===== config.mk =====
export PLATFORM = sky130hd
export DESIGN_NAME = mem_arbiter
export DESIGN_NICKNAME = d
export VERILOG_FILES = /design/src/rtl/mem_arbiter.sv
export SDC_FILE = /design/constraint.sdc
export NUM_CORES = 1
export LEC_CHECK = 0
export BUFFER_PORTS_ARGS = -buffer_cell sky130_fd_sc_hd__buf_4
export CORE_MARGIN = 3
export CORE_UTILIZATION = 49
export CTS_CLUSTER_SIZE = 16
export DETAILED_ROUTE_END_ITERATION = 10
export PLACE_DENSITY = 0.92
export SYNTH_ARGS = -nofsm -noshare
export SYNTH_HDL_FRONTEND = slang
export SYNTH_SLANG_ARGS = --single-unit

===== constraint.sdc =====
create_clock -name clk -period 2.3 [get_ports clk]
set_clock_uncertainty 0.1 [all_clocks]
set_input_delay 0.575 -clock clk [delete_from_list [all_inputs] [get_ports clk]]
set_output_delay 0.575 -clock clk [all_outputs]
set_load 0.05 [all_outputs]

===== src/rtl/mem_arbiter.sv =====
// mem_arbiter: shares one single-port synchronous memory between fetch and execute ports.
// Define MEM_ARB_RR_EN to replace DM priority + starvation guard with round-robin.
module mem_arbiter #(
  parameter int ADDR_W     = 32,
  parameter int DATA_W     = 32,
  parameter int STARVE_MAX = 4
) (
  input  logic              clk,
  input  logic              rst_n,
  input  logic              if_req_valid,
  input  logic [ADDR_W-1:0] if_req_addr,
  output logic              if_req_ready,
  output logic              if_rsp_valid,
  output logic [DATA_W-1:0] if_rsp_data,
  input  logic              dm_req_valid,
  input  logic              dm_req_we,
  input  logic [ADDR_W-1:0] dm_req_addr,
  input  logic [DATA_W-1:0] dm_req_wdata,
  output logic              dm_req_ready,
  output logic              dm_rsp_valid,
  output logic [DATA_W-1:0] dm_rsp_data,
  input  logic              flush,
  output logic              mem_en,
  output logic              mem_we,
  output logic [ADDR_W-1:0] mem_addr,
  output logic [DATA_W-1:0] mem_wdata,
  input  logic [DATA_W-1:0] mem_rdata
);
  typedef enum logic [1:0] {IDLE, ISSUE, WAIT, RESP} state_t;
  state_t state_q, state_d;
  logic owner_q, we_q, drop_q, drop_d, if_vld_q, dm_vld_q, pri_dm, gnt_if, gnt_dm;
  logic [ADDR_W-1:0] addr_q;
  logic [DATA_W-1:0] wdata_q, if_data_q, dm_data_q;
  // Readies are gated by rst_n so they read 0 while reset is held
  assign gnt_dm = rst_n && state_q == IDLE && dm_req_valid && (!if_req_valid || pri_dm);
  assign gnt_if = rst_n && state_q == IDLE && if_req_valid && !gnt_dm;
`ifdef MEM_ARB_RR_EN
  logic last_q, last_d;
  assign pri_dm = !last_q;
  assign last_d = gnt_if ? 1'b0 : gnt_dm ? 1'b1 : last_q;
  always_ff @(posedge clk or negedge rst_n)
    if (!rst_n) last_q <= 1'b0;
    else last_q <= last_d;
`else
  localparam logic [3:0] SMAX = 4'(STARVE_MAX);
  logic [3:0] starve_q, starve_d;
  assign pri_dm = starve_q != SMAX;
  assign starve_d = gnt_if ? 4'd0 :
                    (gnt_dm && if_req_valid && starve_q != SMAX) ? starve_q + 4'd1 : starve_q;
  always_ff @(posedge clk or negedge rst_n)
    if (!rst_n) starve_q <= 4'd0;
    else starve_q <= starve_d;
`endif
  always_ff @(posedge clk or negedge rst_n)
    if (!rst_n) state_q <= IDLE;
    else state_q <= state_d;
  always_comb begin
    state_d = state_q == IDLE  ? ((gnt_if || gnt_dm) ? ISSUE : IDLE) :
              state_q == ISSUE ? WAIT :
              state_q == WAIT  ? RESP : IDLE;
  end
  always_comb begin
    if_req_ready = gnt_if;
    dm_req_ready = gnt_dm;
    mem_en       = state_q == ISSUE;
    mem_we       = state_q == ISSUE && we_q;
    mem_addr     = addr_q;
    mem_wdata    = wdata_q;
    if_rsp_valid = if_vld_q;
    if_rsp_data  = if_data_q;
    dm_rsp_valid = dm_vld_q;
    dm_rsp_data  = dm_data_q;
  end
  // A flush seen at accept or any time up to WAIT kills the fetch response
  assign drop_d = state_q == IDLE ? (gnt_if && flush) : (drop_q || flush);
  always_ff @(posedge clk or negedge rst_n)
    if (!rst_n) begin
      owner_q   <= 1'b0;
      we_q      <= 1'b0;
      drop_q    <= 1'b0;
      addr_q    <= '0;
      wdata_q   <= '0;
      if_vld_q  <= 1'b0;
      dm_vld_q  <= 1'b0;
      if_data_q <= '0;
      dm_data_q <= '0;
    end else begin
      drop_q   <= drop_d;
      if_vld_q <= state_q == WAIT && !owner_q && !(drop_q || flush);
      dm_vld_q <= state_q == WAIT && owner_q;
      if (gnt_if || gnt_dm) begin
        owner_q <= gnt_dm;
        we_q    <= gnt_dm && dm_req_we;
        addr_q  <= gnt_dm ? dm_req_addr : if_req_addr;
        wdata_q <= gnt_dm ? dm_req_wdata : '0;
      end
      if (state_q == WAIT && !owner_q && !(drop_q || flush)) if_data_q <= mem_rdata;
      if (state_q == WAIT && owner_q) dm_data_q <= we_q ? '0 : mem_rdata;
    end
endmodule


==> impl_metrics.csv <==
group,metric,value,unit
grt,grt.total_usage,25.5,%
logic_synthesis,yosys.area.top_type,"dfrtp_1",
grt,grt-ovfl-total,0,
worst_setup_path,worst_setup_path_end_kind,"primary output",
sta,setup_ws,-0.0230,ns
worst_setup_path,critPathMaxFanout,3,
sta,worst_slew_pin_slew,0.594,ns
sta,period_share,101,%
logic_synthesis,syn_area,0.00654,mm2
sta,max_freq,0.430,GHz
drt,vias_per_cell,5.55,
power,switchingPower,7.80,mW
drt,vias,5735,
worst_setup_path,arrival,1.65,ns
clock_tree,cts.sinks,139,
final_layout,layout-drive-gt1-share,42.3,%
sta,setup_viol,2,
floorplanning,start_util,51.0,%
sta,finalCriticalPeriod,2.32,ns
logic_synthesis,synthCells,593,
placed_design,dp_hpwl,13300,um
final_layout,final_nets,988,
power,p_int,8.14,mW
logic_synthesis,syn_nets,733,
worst_setup_path,required,1.62,ns
floorplanning,num_rows,41,
logic_synthesis,ys_types,35,
final_layout,diodes,0,
floorplanning,die_x,121,um
clock_tree,clockBufferDepth,2,
logic_synthesis,yosysWarnings,0,
logic_synthesis,synth-main-ff-cell,"dfrtp_1",
final_layout,synthToLayoutAreaGrowth,43.5,%
clock_tree,clock_latency,0.41,ns
placed_design,io_buffers,267,
floorplanning,core-area,0.0128,mm2
logic_synthesis,synthTopCellsByCount,"139 x dfrtp_1, 66 x nand4b_1, 36 x nand2_1",
worst_setup_path,start_kind,"flip-flop",
power,pwr-share-comb,54.7,%
placed_design,gp_congestion,0.802,
logic_synthesis,synth_edf_count,0,
grt,grt_max_degree,131,
sta,hold_ws,0.153,ns
sta,hold_violations,0,
power,p_seq_share,27.1,%
drt,drtIter0Drc,395,
logic_synthesis,avgSynthCellArea,11.0,um2
final_layout,final_cell_count_no_fill,1033,
floorplanning,die-area,0.0148,mm2
final_layout,n_fill_cell,928,
run_status,status,"finished with violations",
sta,rsz0062_at_grt,"yes",
power,p_leak,4.61,nW
clock_tree,clk_pin_slew_worst_paths,0.06,ns
drt,drt-total-wl,19200,um
clock_tree,cts_buffers,17,
drt,antenna_left,0,
logic_synthesis,synth_top_cell_area_share,53.2,%
logic_synthesis,synth.yosys.seq_area_share,53.2,%
logic_synthesis,ys_async_sr_fraction,100,%
run,maxCapViolations,0,
floorplanning,die_h,121,um
clock_tree,cts_htree_levels,4,
power,p_clk_share,18.2,%
power,switching_share,48.9,%
grt,antenna_found_initial,0,
worst_setup_path,crit_type,"flip-flop to primary output",
grt,grt_pass1_wl,29400,um
clock_tree,cts_tree,"built",
drt,post_drt_wl_per_cell,18.6,um
placed_design,place_inst,994,
logic_synthesis,ys_seq_elements,139,
min_path,hold_path_class,"primary input to asynchronous set/reset pin",
sta,max_slew_margin,60.4,%
grt,grt_pass1_vias,5702,
power,p_per_area,1700,mW/mm2
clock_tree,cts_root_buf,"clkbuf_16",
sta,drv_slew,0,
drt,post-route-drc-count,0,
logic_synthesis,synth.area.top_cells,"dfrtp_1 53%, nand4b_1 8.8%, mux2_2 5.0%",
power,ir_drop,0.000986,V
run_status,violations,"setup timing",
floorplanning,ios,268,
logic_synthesis,synth_most_common_cell,"dfrtp_1",
drt,firstDrtPassIters,5,
cell usage in the layout, fill, tap and decap left out, types with 3 or more instances in the layout:
master,instances
nor2_1,33
dfrtp_1,139
mux2_1,3
nand2b_1,32
nand2_1,35
inv_6,6
o21ai_1,3
mux2i_1,32
buf_6,3
inv_1,5
a21oi_1,32
nor3_1,33
inv_8,3
a22o_1,33
ha_1,5
buf_4,285
nand4b_1,66
clkbuf_16,17
nand3_1,4
bufinv_16,3
o21ai_0,32
buf_12,4
mux2_2,29
state kept, by name (all words and copies together), names as in the netlist:
name / count
dm_rsp_data: 32
if_rsp_data: 32
mem_addr: 32
mem_wdata: 32
starve_q: 4
state_q: 2
dm_rsp_valid: 1
drop_q: 1
if_rsp_valid: 1
owner_q: 1
we_q: 1
power groups by stage:
stage	clock [mW]	combinational [mW]	sequential, mW
detailed placement	0	8.66	4.33
finish	2.91	8.72	4.32
CTS	2.95	8.77	4.32
global placement	0	8.49	4.29
global route	3.06	9.12	4.47
floorplan	0	2.12	8.08
layer usage:
metal / wire length [um] / part of all wire (%) / GRT usage, %
met1: 7160 / 37 / 29.3
met3: 1640 / 8.5 / 8.25
met5: 0 / 0 / 0
met4: 347 / 1.8 / 8.96
met2: 10100 / 52 / 44.4
cell families after synthesis:
group	synth area share, %
buffers and inverters	4.96
muxes	10.4
and+or+nand+nor	20.1
DFF	53.2
adders and majority gates	1.15
AOI/OAI and AO/OA	10.1
repair_timing:
item                                    4_1_cts  5_1_grt
pin swaps                                     2        0
gates resized for setup                       8        0
endpoints found under the setup margin        2        2
setup buffers                                 5        1
endpoints found under the hold margin         3        0
hold buffers                                  1        0
final timing paths:
path | endpoint | slack, ns | from | cells past startpoint
worst max-delay path | dm_req_ready | -0.02 | starve_q[0] | 6
worst min-delay path | starve_q[2] | 0.15 | rst_n | 2
worst max register to register | mem_addr[28] | 0.25 | state_q[1] | 7
worst min register to register | dm_rsp_data[11] | 0.39 | dm_rsp_data[11] | 2
max in group asynchronous | if_rsp_data[28] | 0.98 | rst_n | 3
min in group clk | mem_wdata[20] | 0.28 | dm_req_wdata[20] | 2
through the flow:
step	power [mW]	setup TNS, ns	utilization (%)	setup slack, ns	instance area [um2]
finish	15.9	-0.0265	73.1	-0.0230	9380
floorplan	10.2	0	-	0.150	6540
detailed placement	13.0	0	67.6	0.162	8660
global placement	12.8	0	67.6	0.182	8660
CTS	16.0	-0.0259	73.1	-0.0259	9370
global route	16.7	-0.242	73.1	-0.132	9380
worst max-delay path, cell delays in order (launching register included):
cell and delay (ns):
dfrtp_1 0.38, inv_1 0.06, ha_1 0.13, nand4b_1 0.17, buf_6 0.17, and3_4 0.17
buf_6 0.15
cell type report:
| type | instances | area, um2 | area share [%] |
|---|---|---|---|
| clock buffer | 17 | 425 | 4.54 |
| clock inverter | 15 | 200 | 2.13 |
| multi-input combinational | 390 | 2760 | 29.4 |
| tap | 172 | 215 | 2.29 |
| inverter | 6 | 22.5 | 0.240 |
| timing repair buffer | 294 | 2280 | 24.3 |
| sequential | 139 | 3480 | 37.1 |
Power figures use the tool's default switching activity.
